$ cat src/rtl/cache_pkg.sv
// rtl/cache_pkg.sv - shared types and default geometry for the direct-mapped cache controller
package cache_pkg;

    localparam int DEF_NUM_SETS   = 16;
    localparam int DEF_DATA_WIDTH = 32;
    localparam int DEF_ADDR_WIDTH = 12;
    localparam int DEF_CNT_W      = 16;
    localparam int DEF_IDX_W      = $clog2(DEF_NUM_SETS);
    localparam int DEF_TAG_W      = DEF_ADDR_WIDTH - DEF_IDX_W;

    typedef enum logic [2:0] {
        ST_IDLE,
        ST_RD_SRAM,
        ST_RD_HIT,
        ST_SRAM_WR,
        ST_MEM_WR,
        ST_MEM_RD_REQ,
        ST_MEM_RD_WAIT,
        ST_FILL
    } cache_state_t;

    typedef struct packed {
        logic                      we;
        logic [DEF_ADDR_WIDTH-1:0] addr;
        logic [DEF_DATA_WIDTH-1:0] wdata;
    } cache_req_t;

endpackage

$ cat src/rtl/dc_tag_array.sv
// rtl/dc_tag_array.sv - per-set valid/tag registers with combinational lookup and one write port
module dc_tag_array #(
    parameter int NUM_SETS = 16,
    parameter int IDX_W    = 4,
    parameter int TAG_W    = 8
) (
    input  logic             clk,
    input  logic             rst_n,
    input  logic [IDX_W-1:0] rd_idx,
    output logic             rd_valid,
    output logic [TAG_W-1:0] rd_tag,
    input  logic             wr_en,
    input  logic [IDX_W-1:0] wr_idx,
    input  logic [TAG_W-1:0] wr_tag
);

    logic [NUM_SETS-1:0] valid_q;
    logic [TAG_W-1:0]    tag_q [NUM_SETS];

    always_ff @(posedge clk or negedge rst_n) begin
        if (!rst_n) begin
            valid_q <= '0;
        end else if (wr_en) begin
            valid_q[wr_idx] <= 1'b1;
        end
    end

    // Tags need no reset: a tag is never looked at unless its valid bit is set.
    always_ff @(posedge clk) begin
        if (wr_en) begin
            tag_q[wr_idx] <= wr_tag;
        end
    end

    assign rd_valid = valid_q[rd_idx];
    assign rd_tag   = tag_q[rd_idx];

endmodule

$ cat src/rtl/dm_cache_ctrl.sv
// rtl/dm_cache_ctrl.sv - direct-mapped write-through no-write-allocate cache controller
module dm_cache_ctrl
    import cache_pkg::*;
#(
    parameter  int NUM_SETS   = DEF_NUM_SETS,
    parameter  int DATA_WIDTH = DEF_DATA_WIDTH,
    parameter  int ADDR_WIDTH = DEF_ADDR_WIDTH,
    parameter  int CNT_W      = DEF_CNT_W,
    localparam int IDX_W      = $clog2(NUM_SETS),
    localparam int TAG_W      = ADDR_WIDTH - IDX_W
) (
    input  logic                  clk,
    input  logic                  rst_n,
    input  logic                  cpu_req_valid,
    output logic                  cpu_req_ready,
    input  logic                  cpu_req_we,
    input  logic [ADDR_WIDTH-1:0] cpu_req_addr,
    input  logic [DATA_WIDTH-1:0] cpu_req_wdata,
    output logic                  cpu_rsp_valid,
    output logic [DATA_WIDTH-1:0] cpu_rsp_rdata,
    output logic [IDX_W-1:0]      sram_addr,
    output logic                  sram_re,
    output logic                  sram_we,
    output logic [DATA_WIDTH-1:0] sram_data_in,
    input  logic [DATA_WIDTH-1:0] sram_data_out,
    output logic                  mem_req_valid,
    input  logic                  mem_req_ready,
    output logic                  mem_req_we,
    output logic [ADDR_WIDTH-1:0] mem_req_addr,
    output logic [DATA_WIDTH-1:0] mem_req_wdata,
    input  logic                  mem_rsp_valid,
    input  logic [DATA_WIDTH-1:0] mem_rsp_rdata,
    output logic [CNT_W-1:0]      stat_hits,
    output logic [CNT_W-1:0]      stat_misses
);

    cache_state_t          state_q, state_d;
    cache_req_t            req_q;
    logic [DATA_WIDTH-1:0] fill_q;
    logic [DATA_WIDTH-1:0] rsp_rdata_q;
    logic                  rsp_valid_q;
    logic [CNT_W-1:0]      hits_q, misses_q;
    logic                  lk_valid;
    logic [TAG_W-1:0]      lk_tag;
    logic                  lookup_hit;
    logic                  accept;
    logic [IDX_W-1:0]      req_idx;
    logic [TAG_W-1:0]      req_tag;

    assign req_idx = req_q.addr[IDX_W-1:0];
    assign req_tag = req_q.addr[ADDR_WIDTH-1:IDX_W];

    // Tags only change in FILL, never while IDLE, so looking up the incoming
    // address gives the same answer as looking up the latched one a cycle later.
    dc_tag_array #(
        .NUM_SETS (NUM_SETS),
        .IDX_W    (IDX_W),
        .TAG_W    (TAG_W)
    ) u_tags (
        .clk      (clk),
        .rst_n    (rst_n),
        .rd_idx   (cpu_req_addr[IDX_W-1:0]),
        .rd_valid (lk_valid),
        .rd_tag   (lk_tag),
        .wr_en    (state_q == ST_FILL),
        .wr_idx   (req_idx),
        .wr_tag   (req_tag)
    );

    assign lookup_hit = lk_valid && (lk_tag == cpu_req_addr[ADDR_WIDTH-1:IDX_W]);
    assign accept     = cpu_req_valid && cpu_req_ready;

    always_ff @(posedge clk or negedge rst_n) begin
        if (!rst_n) begin
            state_q <= ST_IDLE;
        end else begin
            state_q <= state_d;
        end
    end

    always_comb begin
        state_d       = state_q;
        cpu_req_ready = 1'b0;
        sram_addr     = '0;
        sram_re       = 1'b0;
        sram_we       = 1'b0;
        sram_data_in  = '0;
        mem_req_valid = 1'b0;
        mem_req_we    = 1'b0;
        mem_req_addr  = '0;
        mem_req_wdata = '0;
        case (state_q)
            ST_IDLE: begin
                cpu_req_ready = 1'b1;
                if (accept) begin
                    if (cpu_req_we) state_d = lookup_hit ? ST_SRAM_WR : ST_MEM_WR;
                    else            state_d = lookup_hit ? ST_RD_SRAM : ST_MEM_RD_REQ;
                end
            end
            ST_RD_SRAM: begin
                sram_re   = 1'b1;
                sram_addr = req_idx;
                state_d   = ST_RD_HIT;
            end
            ST_RD_HIT: state_d = ST_IDLE;
            ST_SRAM_WR: begin
                sram_we      = 1'b1;
                sram_addr    = req_idx;
                sram_data_in = req_q.wdata;
                state_d      = ST_MEM_WR;
            end
            ST_MEM_WR: begin
                mem_req_valid = 1'b1;
                mem_req_we    = 1'b1;
                mem_req_addr  = req_q.addr;
                mem_req_wdata = req_q.wdata;
                if (mem_req_ready) state_d = ST_IDLE;
            end
            ST_MEM_RD_REQ: begin
                mem_req_valid = 1'b1;
                mem_req_addr  = req_q.addr;
                if (mem_req_ready) state_d = ST_MEM_RD_WAIT;
            end
            ST_MEM_RD_WAIT: if (mem_rsp_valid) state_d = ST_FILL;
            ST_FILL: begin
                sram_we      = 1'b1;
                sram_addr    = req_idx;
                sram_data_in = fill_q;
                state_d      = ST_IDLE;
            end
            default: state_d = ST_IDLE;
        endcase
    end

    always_ff @(posedge clk or negedge rst_n) begin
        if (!rst_n) begin
            req_q       <= '0;
            fill_q      <= '0;
            rsp_valid_q <= 1'b0;
            rsp_rdata_q <= '0;
            hits_q      <= '0;
            misses_q    <= '0;
        end else begin
            rsp_valid_q <= 1'b0;
            case (state_q)
                ST_IDLE: if (accept) req_q <= '{we: cpu_req_we, addr: cpu_req_addr, wdata: cpu_req_wdata};
                ST_RD_HIT: begin
                    rsp_valid_q <= 1'b1;
                    rsp_rdata_q <= sram_data_out;
                    if (hits_q != '1) hits_q <= hits_q + 1'b1;
                end
                ST_MEM_WR: if (mem_req_ready) rsp_valid_q <= 1'b1;
                ST_MEM_RD_WAIT: if (mem_rsp_valid) fill_q <= mem_rsp_rdata;
                ST_FILL: begin
                    rsp_valid_q <= 1'b1;
                    rsp_rdata_q <= fill_q;
                    if (misses_q != '1) misses_q <= misses_q + 1'b1;
                end
                default: ;
            endcase
        end
    end

    assign cpu_rsp_valid = rsp_valid_q;
    assign cpu_rsp_rdata = rsp_rdata_q;
    assign stat_hits     = hits_q;
    assign stat_misses   = misses_q;

endmodule

$ cat config.mk
export PLATFORM = sky130hd
export DESIGN_NAME = dm_cache_ctrl
export DESIGN_NICKNAME = d
export VERILOG_FILES = /design/src/rtl/cache_pkg.sv /design/src/rtl/dc_tag_array.sv /design/src/rtl/dm_cache_ctrl.sv
export SDC_FILE = /design/constraint.sdc
export NUM_CORES = 1
export LEC_CHECK = 0
export CORE_ASPECT_RATIO = 2
export CORE_MARGIN = 1
export CORE_UTILIZATION = 30
export DETAILED_ROUTE_END_ITERATION = 12
export MAX_ROUTING_LAYER = met4
export PLACE_DENSITY = 0.51
export SLEW_MARGIN = 5
export SYNTH_ARGS = -nofsm -noshare
export SYNTH_HDL_FRONTEND = slang
export SYNTH_SLANG_ARGS = --single-unit
$ cat constraint.sdc
create_clock -name clk -period 2.75 [get_ports clk]
set_clock_uncertainty 0.2 [all_clocks]
set_input_delay 0.6875 -clock clk [delete_from_list [all_inputs] [get_ports clk]]
set_output_delay 0.6875 -clock clk [all_outputs]
set_load 0.1 [all_outputs]
==> reports/metrics.csv <==
stage,metric,value,unit
outcome,status,"complete, but fails checks",
outcome,failing checks,setup timing,
clocking,total CTS buffers,27,
floorplanning,core box area,41100,um^2
timing,final hold viol count,0,
clocking,H-tree levels,1,
floorplanning,die width,147,um
hold_path,cell count of the worst hold path,1,
synthesis,Post-synth EDFFs,128,
setup_path,Critical Path RT,1860,ps
grt,vias in the first global route,9264,
drt,first drt pass iteration count,4,
synthesis,YS warnings,0,
clocking,CTS tree,yes,
run,max-capacitance violation count,0,
drt,ANT nets after route,0,
synthesis,Post-Syn Area,12600,um^2
timing,RSZ-0062 raised after global routing,yes,
synthesis,Synth async-reset ratio,55.6,%
grt,initial antenna violation count,3,
pwr,Leak,7.41,nW
clocking,clk buf depth,3,
timing,Post-Route Setup TNS,-664,ps
setup_path,critical path data arrival time,1930,ps
synthesis,xor-xnor portion of the synthesized cell area,2.86,%
synthesis,compound-cell area share of the yosys netlist,2.45,%
timing,Setup Viol. Count Final,19,
drt,Total Wirelength,41800,um
placement,gpl congestion,0.779,
layout,"commonest non-fill, non-tap cells in the layout","dfrtp_1, edfxtp_1, buf_4, clkdlybuf4s50_1, buf_12",
setup_path,r2r endpoint,state_q[2],
layout,fill count,3704,
timing,slew margin rel.,56.8,%
synthesis,main combinational cell family by area after synthesis,multiplexers,
placement,detailed-placement wirelength estimate,29100,um
layout,Reg area,7860,um^2
layout,Final Util,46.3,%
grt,Global Route Usage Sum,20.2,%
hold_path,worst hold path endpoint,u_tags.valid_q[12],
synthesis,Syn Nets,992,
hold_path,Tightest Hold Check Type,register to register,
clocking,clk root buf,clkbuf_16,
setup_path,R2R cell count,6,
clocking,clk_lat worst skew,560,ps
setup_path,crit path max fanout,6,
synthesis,Syn Inst Count,876,
setup_path,Critical Path End Type,output port,
placement,post-place instance area,17200,um^2
timing,fin crit share,102,%
synthesis,flop and latch count out of synthesis,288,
synthesis,syn_area_per_cell,14.3,um^2
layout,nets,1318,
synthesis,top_reg_cell synth,dfrtp_1,
setup_path,Reg2Reg Setup Slack,50,ps
setup_path,Reg2Reg Launch Point,u_tags.tag_q[12][1],
timing,setup ws final,-68.3,ps
synthesis,sequential area share after synthesis,62.5,%
synthesis,mux share of post-synthesis cell area,20.2,%
timing,Worst Tran Pin Value,648,ps
synthesis,post-synthesis simple-gate area fraction,9.86,%
synthesis,Synth cell types,45,
grt,grt total ovfl,0,
hold_path,hold_sp,u_tags.valid_q[12],
grt,global-route wire length before repair,60800,um
pwr,Peak supply drop,0.00138,V
pwr,Final Power,24.8,mW
floorplanning,die area,42700,um^2
layout,"commonest non-fill, non-tap cell in the layout",dfrtp_1,
synthesis,post-synthesis adder-cell area fraction,0.199,%
layout,share of cells above drive strength 1,43.5,%
setup_path,CP Class,register to output port,
clocking,CTS Sinks,288,
placement,port bufs,263,
floorplanning,Initial Util,30.5,%
floorplanning,io pins,264,
floorplanning,DIE HEIGHT,291,um
drt,vias after detailed routing,8545,
pwr,PwrDens,1300,nW/um^2
layout,area of the multi-input gates,5280,um^2
drt,drt wl/cell,23.7,um
drt,Vias/cell,4.86,
layout,Final Cell Area,19000,um^2
drt,1st-iter DRT viols,354,
grt,largest net degree at the start of global routing,65,
timing,f_max,355,MHz
floorplanning,Rows,105,
timing,Tmin final,2820,ps
timing,Slew Limit Fails,0,
setup_path,Setup crit start kind,register,
clocking,Worst-path clk slew,70,ps
drt,DRC errors left,0,
layout,Layout area overhead,51.6,%
==> area by class of cell <==
| class | count | share of cell area, % |
|---|---|---|
| Multi-Input combinational cell | 533 | 27.8 |
| Tap cell | 535 | 3.52 |
| Antenna cell | 3 | 0.0395 |
| Sequential cell | 288 | 41.3 |
| Timing Repair Buffer | 347 | 22.6 |
| Clock inverter | 12 | 0.493 |
| Clock buffer | 37 | 4.06 |
| Inverter | 5 | 0.210 |
==> sequential cells by signal, summed over array words and instances, names as in the netlist <==
name,count
cpu_rsp_rdata,32
cpu_rsp_valid,1
fill_q,32
req_idx,4
req_q,40
stat_hits,16
stat_misses,16
state_q,3
u_tags.tag_q,128
u_tags.valid_q,16
==> timing repair <==
action,in CTS,in global routing
cloned,6,1
setup endpoints to repair,82,35
hold buffers,1,0
hold endpoints to repair,28,0
gates resized for setup,95,40
buffers inserted,11,1
pin swaps,3,9
==> Yosys cell counts, types with 6 or more instances <==
master / number / area, um^2
mux4_2: 29 / 653
nand3_1: 12 / 60.1
nor3_1: 8 / 40.0
o21ai_0: 36 / 180
and4_1: 6 / 52.6
nor2_1: 60 / 225
nand2_1: 58 / 218
dfrtp_1: 160 / 4000
mux2i_1: 75 / 751
xor2_1: 12 / 105
or2_2: 17 / 106
buf_2: 6 / 30.0
mux2_2: 79 / 890
nand4_1: 8 / 50.1
mux4_1: 9 / 236
xnor2_1: 29 / 254
edfxtp_1: 128 / 3840
buf_1: 9 / 33.8
clkbuf_1: 31 / 116
and2_1: 19 / 119
and3_1: 44 / 275
==> metrics by stage <==
step                      instances  setup WS, ps  hold WS [ps]
after global routing           1760         -91.2           279
after floorplan                 876          -141           192
final                          1760         -68.3           270
after global placement         1688          -919           247
after CTS                      1755         -86.2           268
after detailed placement       1688          -973           249
==> worst max-delay path by stage <==
stage                    startpoint          endpoint  slack, ps  cells after the start
floorplan                state_q[2]        mem_req_we       -140                      3
global placement    cpu_req_addr[2]        state_q[2]       -920                      7
detailed placement  cpu_req_addr[2]        state_q[2]       -970                      7
CTS                      state_q[2]     cpu_req_ready        -90                      5
global route             state_q[2]  sram_data_in[26]        -90                      5
finish                   state_q[2]  sram_data_in[26]        -70                      5
==> power by group <==
part	leakage, nW	total [mW]	internal [mW]	switching (mW)
Clock	0.442	3.77	2.07	1.70
Sequential	3.14	6.86	5.78	1.09
Combinational	3.83	14.1	5.26	8.88
Total	7.41	24.8	13.1	11.7
==> logic make-up after synthesis <==
| family | Yosys count |
|---|---|
| AOI/OAI and AO/OA | 52 |
| adders and majority gates | 2 |
| and+or+nand+nor | 246 |
| DFF | 288 |
| xor gates and xnor gates | 41 |
| muxes | 192 |
| buffers and inverters | 55 |
==> routing by layer <==
metal / global-route usage [%] / wire length [um] / vias to the layer above
met5: - / 0 / -
met2: 39.4 / 24300 / 271
li1: - / - / 3881
met1: 19.6 / 13900 / 4321
met3: 2.66 / 1860 / 72
met4: 8.03 / 1630 / 0
==> worst max-delay path, stage by stage (launching register included) <==
cell	delay [ps]
dfrtp_2	450
buf_12	170
clkbuf_16	190
mux2i_4	200
nor2_4	150
buf_12	190
Power figures use the tool's default switching activity.
